## config.mk

```make
export PLATFORM = sky130hd
export DESIGN_NAME = load_store_unit
export DESIGN_NICKNAME = d
export VERILOG_FILES = /design/src/rtl/lsu_pkg.sv /design/src/rtl/load_aligner.sv /design/src/rtl/load_store_unit.sv
export SDC_FILE = /design/constraint.sdc
export NUM_CORES = 1
export LEC_CHECK = 0
export ABC_AREA = 1
export CAP_MARGIN = 0
export CORE_UTILIZATION = 37
export CTS_BUF_LIST = sky130_fd_sc_hd__clkbuf_16
export CTS_CLUSTER_SIZE = 16
export DETAILED_ROUTE_END_ITERATION = 16
export PLACE_DENSITY = 0.77
export SLEW_MARGIN = 5
export SYNTH_ARGS = -nofsm -noshare
export SYNTH_HDL_FRONTEND = slang
export SYNTH_HIERARCHICAL = 1
export SYNTH_SLANG_ARGS = --single-unit
```

## constraint.sdc

```tcl
create_clock -name clk -period 2.67 [get_ports clk]
set_input_delay 0.4005 -clock clk [delete_from_list [all_inputs] [get_ports clk]]
set_output_delay 0.4005 -clock clk [all_outputs]
set_load 0.05 [all_outputs]
```

## src/rtl/lsu_pkg.sv

```systemverilog
// Load/store unit shared definitions.
//   width_e  : RV32I funct3 width codes for loads and stores
//   state_e  : LSU control FSM states
//   op_legal : opcode legality plus natural-alignment check
package lsu_pkg;

    typedef enum logic [2:0] {
        F3_B  = 3'b000,
        F3_H  = 3'b001,
        F3_W  = 3'b010,
        F3_BU = 3'b100,
        F3_HU = 3'b101
    } width_e;

    typedef enum logic [1:0] {
        S_IDLE,
        S_REQ,
        S_WB,
        S_ERR
    } state_e;

    // The unsigned widths exist only for loads. Half accesses need an even
    // address. Word accesses need a word-aligned address.
    function automatic logic op_legal(input logic       is_store,
                                      input logic [2:0] funct3,
                                      input logic [1:0] addr_lo);
        logic ok;
        case (funct3)
            F3_B:    ok = 1'b1;
            F3_H:    ok = ~addr_lo[0];
            F3_W:    ok = (addr_lo == 2'b00);
            F3_BU:   ok = ~is_store;
            F3_HU:   ok = ~is_store & ~addr_lo[0];
            default: ok = 1'b0;
        endcase
        return ok;
    endfunction

endpackage

```

## src/rtl/load_aligner.sv

```systemverilog
// Load lane extraction. Selects the addressed byte or halfword from a
// 32-bit memory word, then sign-extends or zero-extends it per funct3.
//   rdata  : 32-bit word read from memory
//   addr   : low two bits of the byte address
//   funct3 : load width code
//   value  : value to write back to the register file
module load_aligner
    import lsu_pkg::*;
(
    input  logic [31:0] rdata,
    input  logic [1:0]  addr,
    input  logic [2:0]  funct3,
    output logic [31:0] value
);

    logic [7:0]  lane_b;
    logic [15:0] lane_h;

    always_comb begin
        lane_b = rdata[{addr, 3'b000} +: 8];
        lane_h = addr[1] ? rdata[31:16] : rdata[15:0];
        case (funct3)
            F3_B:    value = {{24{lane_b[7]}}, lane_b};
            F3_BU:   value = {24'b0, lane_b};
            F3_H:    value = {{16{lane_h[15]}}, lane_h};
            F3_HU:   value = {16'b0, lane_h};
            default: value = rdata;
        endcase
    end

endmodule

```

## src/rtl/load_store_unit.sv

```systemverilog
// Single-outstanding-op RV32I load/store unit.
// Control side : start, is_store, funct3, addr, store_data, rd_addr_in
//                -> busy, done, fault
// Memory side  : mem_req, mem_we, mem_addr, mem_wdata, mem_wmask
//                <- mem_ready, mem_rdata
// Register file: rd_addr, rd_data, reg_write_enable
// All outputs decode from registered state. Async reset therefore forces
// every output low immediately.
module load_store_unit
    import lsu_pkg::*;
#(
    parameter int TIMEOUT_CYCLES = 64
) (
    input  logic        clk,
    input  logic        rst_n,
    input  logic        start,
    input  logic        is_store,
    input  logic [2:0]  funct3,
    input  logic [31:0] addr,
    input  logic [31:0] store_data,
    input  logic [4:0]  rd_addr_in,
    output logic        mem_req,
    output logic        mem_we,
    output logic [31:0] mem_addr,
    output logic [31:0] mem_wdata,
    output logic [3:0]  mem_wmask,
    input  logic        mem_ready,
    input  logic [31:0] mem_rdata,
    output logic [4:0]  rd_addr,
    output logic [31:0] rd_data,
    output logic        reg_write_enable,
    output logic        busy,
    output logic        done,
    output logic        fault
);

    localparam int             CW  = $clog2(TIMEOUT_CYCLES + 1);
    localparam logic [CW-1:0]  TMO = CW'(TIMEOUT_CYCLES);

    state_e        state_q, state_d;
    logic          is_store_q, is_store_d;
    logic [2:0]    funct3_q, funct3_d;
    logic [31:0]   addr_q, addr_d;
    logic [31:0]   sdata_q, sdata_d;
    logic [4:0]    rd_q, rd_d;
    logic [31:0]   rdata_q, rdata_d;
    logic [CW-1:0] cnt_q, cnt_d;
    // A store finishes in IDLE, so its done pulse needs its own flop.
    // Start is not accepted in that cycle.
    logic          sdone_q, sdone_d;
    logic [31:0]   load_value;

    load_aligner u_align (
        .rdata  (rdata_q),
        .addr   (addr_q[1:0]),
        .funct3 (funct3_q),
        .value  (load_value)
    );

    always_ff @(posedge clk or negedge rst_n) begin
        if (!rst_n) begin
            state_q    <= S_IDLE;
            is_store_q <= 1'b0;
            funct3_q   <= 3'b0;
            addr_q     <= 32'b0;
            sdata_q    <= 32'b0;
            rd_q       <= 5'b0;
            rdata_q    <= 32'b0;
            cnt_q      <= '0;
            sdone_q    <= 1'b0;
        end else begin
            state_q    <= state_d;
            is_store_q <= is_store_d;
            funct3_q   <= funct3_d;
            addr_q     <= addr_d;
            sdata_q    <= sdata_d;
            rd_q       <= rd_d;
            rdata_q    <= rdata_d;
            cnt_q      <= cnt_d;
            sdone_q    <= sdone_d;
        end
    end

    always_comb begin
        state_d    = state_q;
        is_store_d = is_store_q;
        funct3_d   = funct3_q;
        addr_d     = addr_q;
        sdata_d    = sdata_q;
        rd_d       = rd_q;
        rdata_d    = rdata_q;
        cnt_d      = cnt_q;
        sdone_d    = 1'b0;
        case (state_q)
            S_IDLE: begin
                if (start && !sdone_q) begin
                    is_store_d = is_store;
                    funct3_d   = funct3;
                    addr_d     = addr;
                    sdata_d    = store_data;
                    rd_d       = rd_addr_in;
                    cnt_d      = '0;
                    state_d    = op_legal(is_store, funct3, addr[1:0]) ? S_REQ : S_ERR;
                end
            end
            S_REQ: begin
                if (mem_ready) begin
                    if (is_store_q) begin
                        state_d = S_IDLE;
                        sdone_d = 1'b1;
                    end else begin
                        rdata_d = mem_rdata;
                        state_d = S_WB;
                    end
                end else begin
                    cnt_d = cnt_q + CW'(1);
                    if (cnt_q == TMO - CW'(1)) state_d = S_ERR;
                end
            end
            default: state_d = S_IDLE;  // S_WB and S_ERR each last one cycle
        endcase
    end

    always_comb begin
        mem_req          = 1'b0;
        mem_we           = 1'b0;
        mem_addr         = 32'b0;
        mem_wdata        = 32'b0;
        mem_wmask        = 4'b0;
        rd_addr          = 5'b0;
        rd_data          = 32'b0;
        reg_write_enable = 1'b0;
        busy             = (state_q != S_IDLE);
        done             = sdone_q | (state_q == S_WB) | (state_q == S_ERR);
        fault            = (state_q == S_ERR);
        case (state_q)
            S_REQ: begin
                mem_req  = 1'b1;
                mem_we   = is_store_q;
                mem_addr = {addr_q[31:2], 2'b00};
                if (is_store_q) begin
                    case (funct3_q)
                        F3_B: begin
                            mem_wdata = {4{sdata_q[7:0]}};
                            mem_wmask = 4'b0001 << addr_q[1:0];
                        end
                        F3_H: begin
                            mem_wdata = {2{sdata_q[15:0]}};
                            mem_wmask = addr_q[1] ? 4'b1100 : 4'b0011;
                        end
                        default: begin
                            mem_wdata = sdata_q;
                            mem_wmask = 4'b1111;
                        end
                    endcase
                end
            end
            S_WB: begin
                rd_addr          = rd_q;
                rd_data          = load_value;
                reg_write_enable = (rd_q != 5'd0);
            end
            default: ;
        endcase
    end

endmodule

```

After elaboration in Yosys (flattened, before gate mapping)
Index checks and enable logic that the tools add are counted.

word-level totals
  register bits = 115
  input bits = 109
  output and inout bits = 111
  logic and storage cells = 75

operators by class
  $add $sub $neg = 1
  eq/ne operators = 14
  shift-type cells = 2
  muxes and demuxes = 30
  bitwise logic cells = 6
  reductions and logical operators = 13

operator list
  kind                                                                   number
  32-bit two-way mux                                                     4
  32-bit one-hot mux with 4 select lines                                 1
  32-bit one-hot mux with 2 select lines                                 1
  32-bit by 6-bit indexed part select with 8-bit output                  1
  16-bit two-way mux                                                     1
  7-bit two-way mux                                                      2
  7-bit one-hot mux with 2 select lines                                  1
  3-bit equality test, second input constant                             4
  4-bit two-way mux                                                      3
  2-bit two-way mux                                                      5
  1-bit two-way mux                                                      8
  4-bit one-hot mux with 2 select lines                                  1
  7-bit by 1-bit adder with 7-bit output, second input constant          1
  7-bit by 6-bit equality test with 1-bit output, second input constant  1
  3-bit by 1-bit equality test with 1-bit output, second input constant  2
  3-bit zero test                                                        2
  3-bit AND reduction                                                    2
  5-bit two-way mux                                                      1
  1-bit one-hot mux with 5 select lines                                  1
  5-bit nonzero test                                                     1
  2-bit equality test, second input constant                             2
  2-bit zero test                                                        2
  2-bit != test, second input constant                                   2
  2-bit one-hot mux with 2 select lines                                  1
  11 further kinds                                                       16

Depth between registers and ports, before layout
Gate-level depths: netlist of the first run.

  word-level depth = 8
  gate-level depth with buffers = 10
  depth with buffers taken out = 8

Hierarchy
Netlist of the first run, hierarchy kept.

modules (own cells, without submodules)
  module           times used  cells an instance  area each (um^2)  seq. area each (um^2)
  load_store_unit  1           737                5644.2            2877.8
  load_aligner     1           159                812.0             0.0

Least setup slack after synthesis of the first run
OpenSTA, ideal clock, no wires.

  path type = reg2out
  from = reg state_q[1]
  to = out mem_wdata[22]
  arrival time = 2.063 ns
  data required time = 2.270 ns
  slack = 0.207 ns
  stages on the path, launching flop included = 6
  buffers on the path = 0
  path through = dfrtp_1 -> inv_2 -> nand2_2 -> nor2_4 -> inv_1 -> a211oi_1

between the ends
  word-level cells in the longest chain between the ends = 2

RTL lines
  element                                         line                    text
  from (decl)                                     load_store_unit.sv:40   state_e state_q, state_d;
  from (signal assigned)                          load_store_unit.sv:72   state_q <= state_d;
  2-bit by 1-bit equality test with 1-bit output  load_store_unit.sv:136  case (state_q)
  32-bit two-way mux                              load_store_unit.sv:136
  to (decl)                                       load_store_unit.sv:25   output logic [31:0] mem_wdata,

No other way between the ends.

Final worst setup path of the first run
  from = reg state_q[0]
  to = out mem_req

between the ends
  word-level cells in the longest chain between the ends = 2

RTL lines
  element                                         line                    text
  2-bit by 1-bit equality test with 1-bit output  load_store_unit.sv:136
  1-bit two-way mux                               load_store_unit.sv:136
  to (decl)                                       load_store_unit.sv:22   output logic mem_req,

No other way between the ends.

==> results.ini, run 1 <==
[floorplan]
start_util_pct=38.4
coreArea_mm2=0.0168
io_pins=220
dieArea_mm2=0.0180
fp-row-count=47
die_x_um=134
die_h_um=134

[sta]
tns_ns=0
maxSlewViolCount=0
slew_headroom_pct=53.7
timing.final.crit_share_pct=94.9
rsz0062_at_grt=no
period_needed_ns=2.53
layout_setup_ws_ns=0.136
hold_viol=0
fmax_mhz=395
tightest_slew_ns=0.694
setup_viol=0
fin_worst_skew_ns=0.0101

[logic_synthesis]
netlist_area_mm2=0.00646
syn_inst=896
synth_edf_count=0
synthMuxAreaShare_pct=0
synthArstFlopShare_pct=100
synth_top_family_by_area=simple AND/OR/NAND/NOR gates
synth-compound-area-share_pct=10.7
synthSimpleGateAreaFrac_pct=31.1
ys_warn_count=6
yosys_register_bits=115
synth.avg_cell_area_um2=7.21
synthAdderAreaFrac_pct=0.194
ys.flop_type=dfrtp_1
ys_seq_area_share_pct=44.6
synth_xor_area_share_pct=0
synth_cell_types=34

[place]
dpl_worst_slack_ns=0.474
port-buffer-count=217
gp_congestion=0.845
dp_hpwl_mm=14.7

[worst_hold_path]
hp-class=reg -> reg
min_path_cells=2

[final_layout]
syn_to_final_growth_pct=50.9
antennaDiodeCount=0
layout_common_cells=nand2_1 (175), inv_1 (143), nor2_1 (142), dfrtp_1 (114), clkdlybuf4s50_1 (111)
layout.nets=1215
fin_util_pct=57.9
layout-drive-gt1-share_pct=18.8
fillers=1561
final_common_cell=nand2_1

[worst_setup_path]
cp_num_cells=3
reg2reg_depth=6
cp-end-kind=primary output
cpPeakStageDelay_ns=0.85
worst-setup-path-type=reg -> out
required_ns=2.27
cp.arrival_ns=2.13
path_cells=inv_1 -> nor2_4 -> clkdlybuf4s50_1
slowest_stage=clkdlybuf4s50_1
cp_num_buf_inv=2
cp_top_family=buffers and inverters
critPathMaxFanout=6
startpoint_type=flop

[routing]
vias=6393
avgViaCountPerCell=4.78
routedWlPerCell_um=14.7
drt-initial-drc-count=387
routed_wl_mm=19.7
ant_nets=0
drtPass1Iterations=6
route.detailed.drc=0

[clock_network]
cts_made_buffers=17
clk_path_buf_depth=2
clock-sinks=115
cts-root-buf=clkbuf_16
clock_insertion_delay_worst_skew_ns=0.41
h-tree-depth=4
path_clk_slew_ns=0.06
cts_tree=built

[power]
power.leakage_uw=0.00499
p_per_area_mw_per_mm2=1350
peakVddDrop_uv=975

[global_routing]
grt_pass1_wl_mm=32.2
grt_pass1_vias=6286
antenna_found_initial=0
gr-total-overflow=0
grt_max_degree=74
grtUsageTotal_pct=23.0

[outcome]
status=finished clean

[run]
maxCapViolations=0

-- flip-flops by register name, summed over array words and instances, names as in the netlist --
| signal | count |
|---|---|
| addr_q | 32 |
| rdata_q | 32 |
| sdata_q | 32 |
| cnt_q | 7 |
| rd_q | 5 |
| funct3_q | 3 |
| state_q | 2 |
| is_store_q | 1 |
| sdone_q | 1 |
-- per-stage QoR --
| stage | instance area (µm²) | total power [µW] | std cells | hold slack, ns |
|---|---|---|---|---|
| floorplan | 6460 | 8170 | 897 | 0.105 |
| global placement | 9110 | 10800 | 1304 | 0.378 |
| detailed placement | 9110 | 10900 | 1304 | 0.386 |
| CTS | 9710 | 13200 | 1337 | 0.469 |
| global route | 9750 | 14000 | 1338 | 0.502 |
| finish | 9750 | 13100 | 1338 | 0.468 |
-- synthesized netlist by cell type, types with 2 or more instances --
library cell	count	area share, %
dfrtp_1	115	45
nand3_1	75	5.8
o21ai_1	3	0.23
or2_1	4	0.39
clkbuf_2	3	0.23
nand2_2	5	0.48
nor2_2	23	2.2
nand3_2	8	1.2
inv_1	142	8.3
o22ai_1	5	0.48
buf_4	9	1.0
or2_2	4	0.39
clkbuf_1	8	0.47
a21oi_1	67	5.2
nand4_1	4	0.39
o211ai_1	4	0.47
nand2_4	2	0.35
buf_2	18	1.4
nor3_1	2	0.16
nand2_1	176	10
o21ai_0	52	4.0
inv_2	2	0.12
nor2_4	2	0.35
nor2_1	144	8.4
buf_6	10	1.7
-- kinds of logic (layout without fill, tap and decap cells) --
logic type,count (synthesis),count (layout)
AOI/OAI and AO/OA,133,133
adders and majority gates,1,1
buffers and inverters,194,415
DFF,115,115
other,1,2
and+or+nand+nor,452,452
-- worst register-to-register path: stages (launching register included) --
cell     delay [ns]
dfrtp_1        0.51
nor2_8         0.15
buf_4          0.32
nand2_4        0.25
buf_12         0.28
nor2_1         0.22
a21oi_1        0.05
-- worst paths after layout --
path                              from          end  slack [ns]
setup / recovery            state_q[0]      mem_req        0.14
hold / removal             sdata_q[18]  sdata_q[18]        0.47
setup reg to reg            state_q[0]   sdata_q[6]        0.77
hold reg to reg            sdata_q[18]  sdata_q[18]        0.47
max in group asynchronous        rst_n    addr_q[1]        1.46
min in group asynchronous        rst_n  rdata_q[12]        0.50
-- layer usage --
metal	global-route usage [%]	up-vias	share of wire [%]
li1	-	3184	-
met1	28.8	2949	42
met2	37.6	238	48
met3	7.63	22	8.5
met4	6.99	0	1.7
met5	0	-	0
-- area by class of cell --
class                           count  area (µm²)  area share [%]
Inverter                          146         551            5.65
Tap cell                          220         275            2.82
Clock inverter                     15         159            1.63
Multi-Input combinational cell    588        2730            28.1
Timing Repair Buffer              237        2720            27.9
Sequential cell                   115        2880            29.5
Clock buffer                       17         425            4.37
-- power by group --
| group | switching, µW | internal, µW | total, µW |
|---|---|---|---|
| combinational | 5060 | 2750 | 7810 |
| sequential | 598 | 2520 | 3120 |
| clock | 842 | 1380 | 2220 |
-- timing repair --
action                                 4_1_cts  5_1_grt
setup buffers                                0        1
resized for setup                            0        7
endpoints found under the hold margin       33        0
setup endpoints to repair                    0       30
hold buffers                                 1        0
No activity file was read; power rests on OpenSTA's default activity.
==> run 2, diff against run 1 <==
TNS_END_PERCENT = 10   (was not set)
==> results of run 2 <==
Same layout as run 1: the final DEF is identical, and so are final timing and power.
==> run 3, diff against run 2 <==
CAP_MARGIN = not set   (was 0)
CORE_UTILIZATION = 50   (was 37)
PLACE_DENSITY = 0.95   (was 0.77)
==> run 3 against run 2 <==
Net effect: sequential share of layout area increased by 0.072 points; final cell count decreased by 3.8%; critical path depth increased by 4; setup slack got worse by 0.016 ns; clock-buffer cell count unchanged; hold slack improved by 0.0091 ns; clock skew decreased by 0.0022 ns; combinational power increased by 1%; sequential cell count unchanged; design area decreased by 0.24%; largest power group unchanged.
==> results.ini, run 3 (synthesis gave the netlist of run 1 again) <==
[worst_setup_path]
startpoint_type=flop
critPathMaxFanout=23  ; +17
required_ns=2.27  ; about the same
cp.arrival_ns=2.15  ; +0.02 ns
worst-setup-path-type=reg -> out
cp-end-kind=primary output

[final_layout]
layout.nets=1212  ; -0.25%
antennaDiodeCount=0  ; unchanged
layout-drive-gt1-share_pct=18.7  ; -0.039 points
layout_common_cells=nand2_1 (175), nor2_1 (143), inv_1 (142), dfrtp_1 (114), clkdlybuf4s50_1 (111)
reg_top3=addr_q x32, rdata_q x32, sdata_q x32
syn_to_final_growth_pct=50.6
final_common_cell=nand2_1
fin_util_pct=77.0  ; +19 points

[outcome]
status=finished clean

[place]
dpl_worst_slack_ns=0.428  ; -0.0469 ns
port-buffer-count=217  ; unchanged
gp_congestion=1.02  ; +21%
dp_hpwl_mm=14.6  ; -1.1%

[routing]
routed_wl_mm=20.5  ; +4.0%
wl_met3_mm=2.06  ; +23%
avgViaCountPerCell=5.27  ; +10%
drt-initial-drc-count=823  ; +110%
highest-signal-layer=met4
wl_met1_mm=7.60  ; -7.4%
drtPass1Iterations=6  ; unchanged
vias=6779  ; +6.0%
routedWlPerCell_um=15.9  ; +8.1%
route.detailed.drc=0  ; unchanged
met2_length_mm=10.2  ; +8.0%
ant_nets=0  ; unchanged

[global_routing]
grt_pass1_wl_mm=32.2  ; unchanged
grtUsageTotal_pct=31.8  ; +8.8 points
grt_pass1_vias=6540  ; +4.0%
gr-total-overflow=0  ; unchanged
grt_max_degree=65  ; -12%
antenna_found_initial=0  ; unchanged

[sta]
tightest_slew_ns=0.571  ; -0.123 ns
timing.final.crit_share_pct=95.5  ; +0.58 points
fmax_mhz=392  ; -0.61%
fin_worst_skew_ns=0.00789  ; -0.00221 ns
maxSlewViolCount=0  ; unchanged
tns_ns=0  ; unchanged
layout_setup_ws_ns=0.120  ; -0.0156 ns
rsz0062_at_grt=no
setup_viol=0  ; unchanged
period_needed_ns=2.55  ; +0.0156 ns
hold_viol=0  ; unchanged
slew_headroom_pct=61.9  ; +8.3 points

[floorplan]
die_h_um=116  ; -14%
coreArea_mm2=0.0126  ; -25%
dieArea_mm2=0.0134  ; -26%
io_pins=220  ; unchanged
start_util_pct=51.2  ; +13 points
die_x_um=116  ; -14%
fp-row-count=41  ; -13%

[power]
peakVddDrop_uv=923  ; -5.3%
p_per_area_mw_per_mm2=1390  ; +3.3%
p_total_uw=13500  ; +3.0%
power.leakage_uw=0.00501  ; +0.49%

[worst_hold_path]
hp-class=in -> async

[clock_network]
cts_made_buffers=17  ; unchanged
cts_tree=built
clk_path_buf_depth=2  ; unchanged
clock-sinks=115  ; unchanged
h-tree-depth=4  ; unchanged
cts-root-buf=clkbuf_16
path_clk_slew_ns=0.06  ; about the same
cts_setup_buffers=0  ; unchanged
clock_insertion_delay_worst_skew_ns=0.41  ; about the same

[run]
maxCapViolations=0  ; unchanged

run 3: cell count changes in the layout (fill, tap and decap cells not counted), moves of 2 or more:
cell	change
inv_6	+6
buf_4	-4
clkinv_4	-4
clkinvlp_4	-3
bufinv_16	+2
run 3: critical path: stages, from the launching register on:
cell	delay, ns
dfrtp_1	0.41
buf_6	0.19
nor3_1	0.30
nand2_2	0.27
nand3_1	0.18
inv_1	0.05
nor2_1	0.18
buf_12	0.17
run 3: cell type report:
| class | count | area, µm² |
|---|---|---|
| inverter | 146 | 551 |
| clock inverter | 15 | 218 |
| sequential | 115 | 2880 |
| clock buffer | 17 | 425 |
| multi-input combinational | 588 | 2730 |
| tap | 172 | 215 |
| fill | 816 | 2900 |
| timing repair buffer | 234 | 2700 |
run 3: worst paths after layout:
| check | startpoint | to | slack (ns) | depth (start not counted) |
|---|---|---|---|---|
| setup / recovery | funct3_q[1] | rd_data[31] | 0.12 | 7 |
| hold / removal | rst_n | rdata_q[14] | 0.48 | 2 |
| setup reg to reg | state_q[0] | addr_q[22] | 0.80 | 5 |
| hold reg to reg | sdata_q[31] | sdata_q[31] | 0.48 | 2 |
| max in group asynchronous | rst_n | rd_q[0] | 1.52 | 3 |
| min in group clk | sdata_q[31] | sdata_q[31] | 0.48 | 2 |
run 3: routing by layer:
metal  up-vias  global-route usage (%)
li1       3179                       -
met1      3156                    36.5
met2       392                    54.4
met3        52                    10.4
met4         0                    14.2
met5         -                       0
run 3: report_power, final:
part	internal (µW)	total, µW	leakage [µW]	switching, µW
clock	1590	2480	0.000313	884
sequential	2520	3170	0.00137	651
combinational	2720	7890	0.00333	5180
run 3: repair_timing:
| action | in CTS | in global routing |
|---|---|---|
| setup endpoints to repair | 0 | 28 |
| endpoints found under the hold margin | 31 | 0 |
| resized for setup | 0 | 6 |
| hold buffers | 1 | 0 |
run 3: through the flow:
step	instance area, µm²	cells	hold slack, ns
6_report	9720	1287	0.478
5_1_grt	9720	1287	0.507
4_1_cts	9700	1287	0.477
3_5_place_dp	9050	1254	0.378
3_3_place_gp	9050	1254	0.375
2_1_floorplan	6460	897	0.105
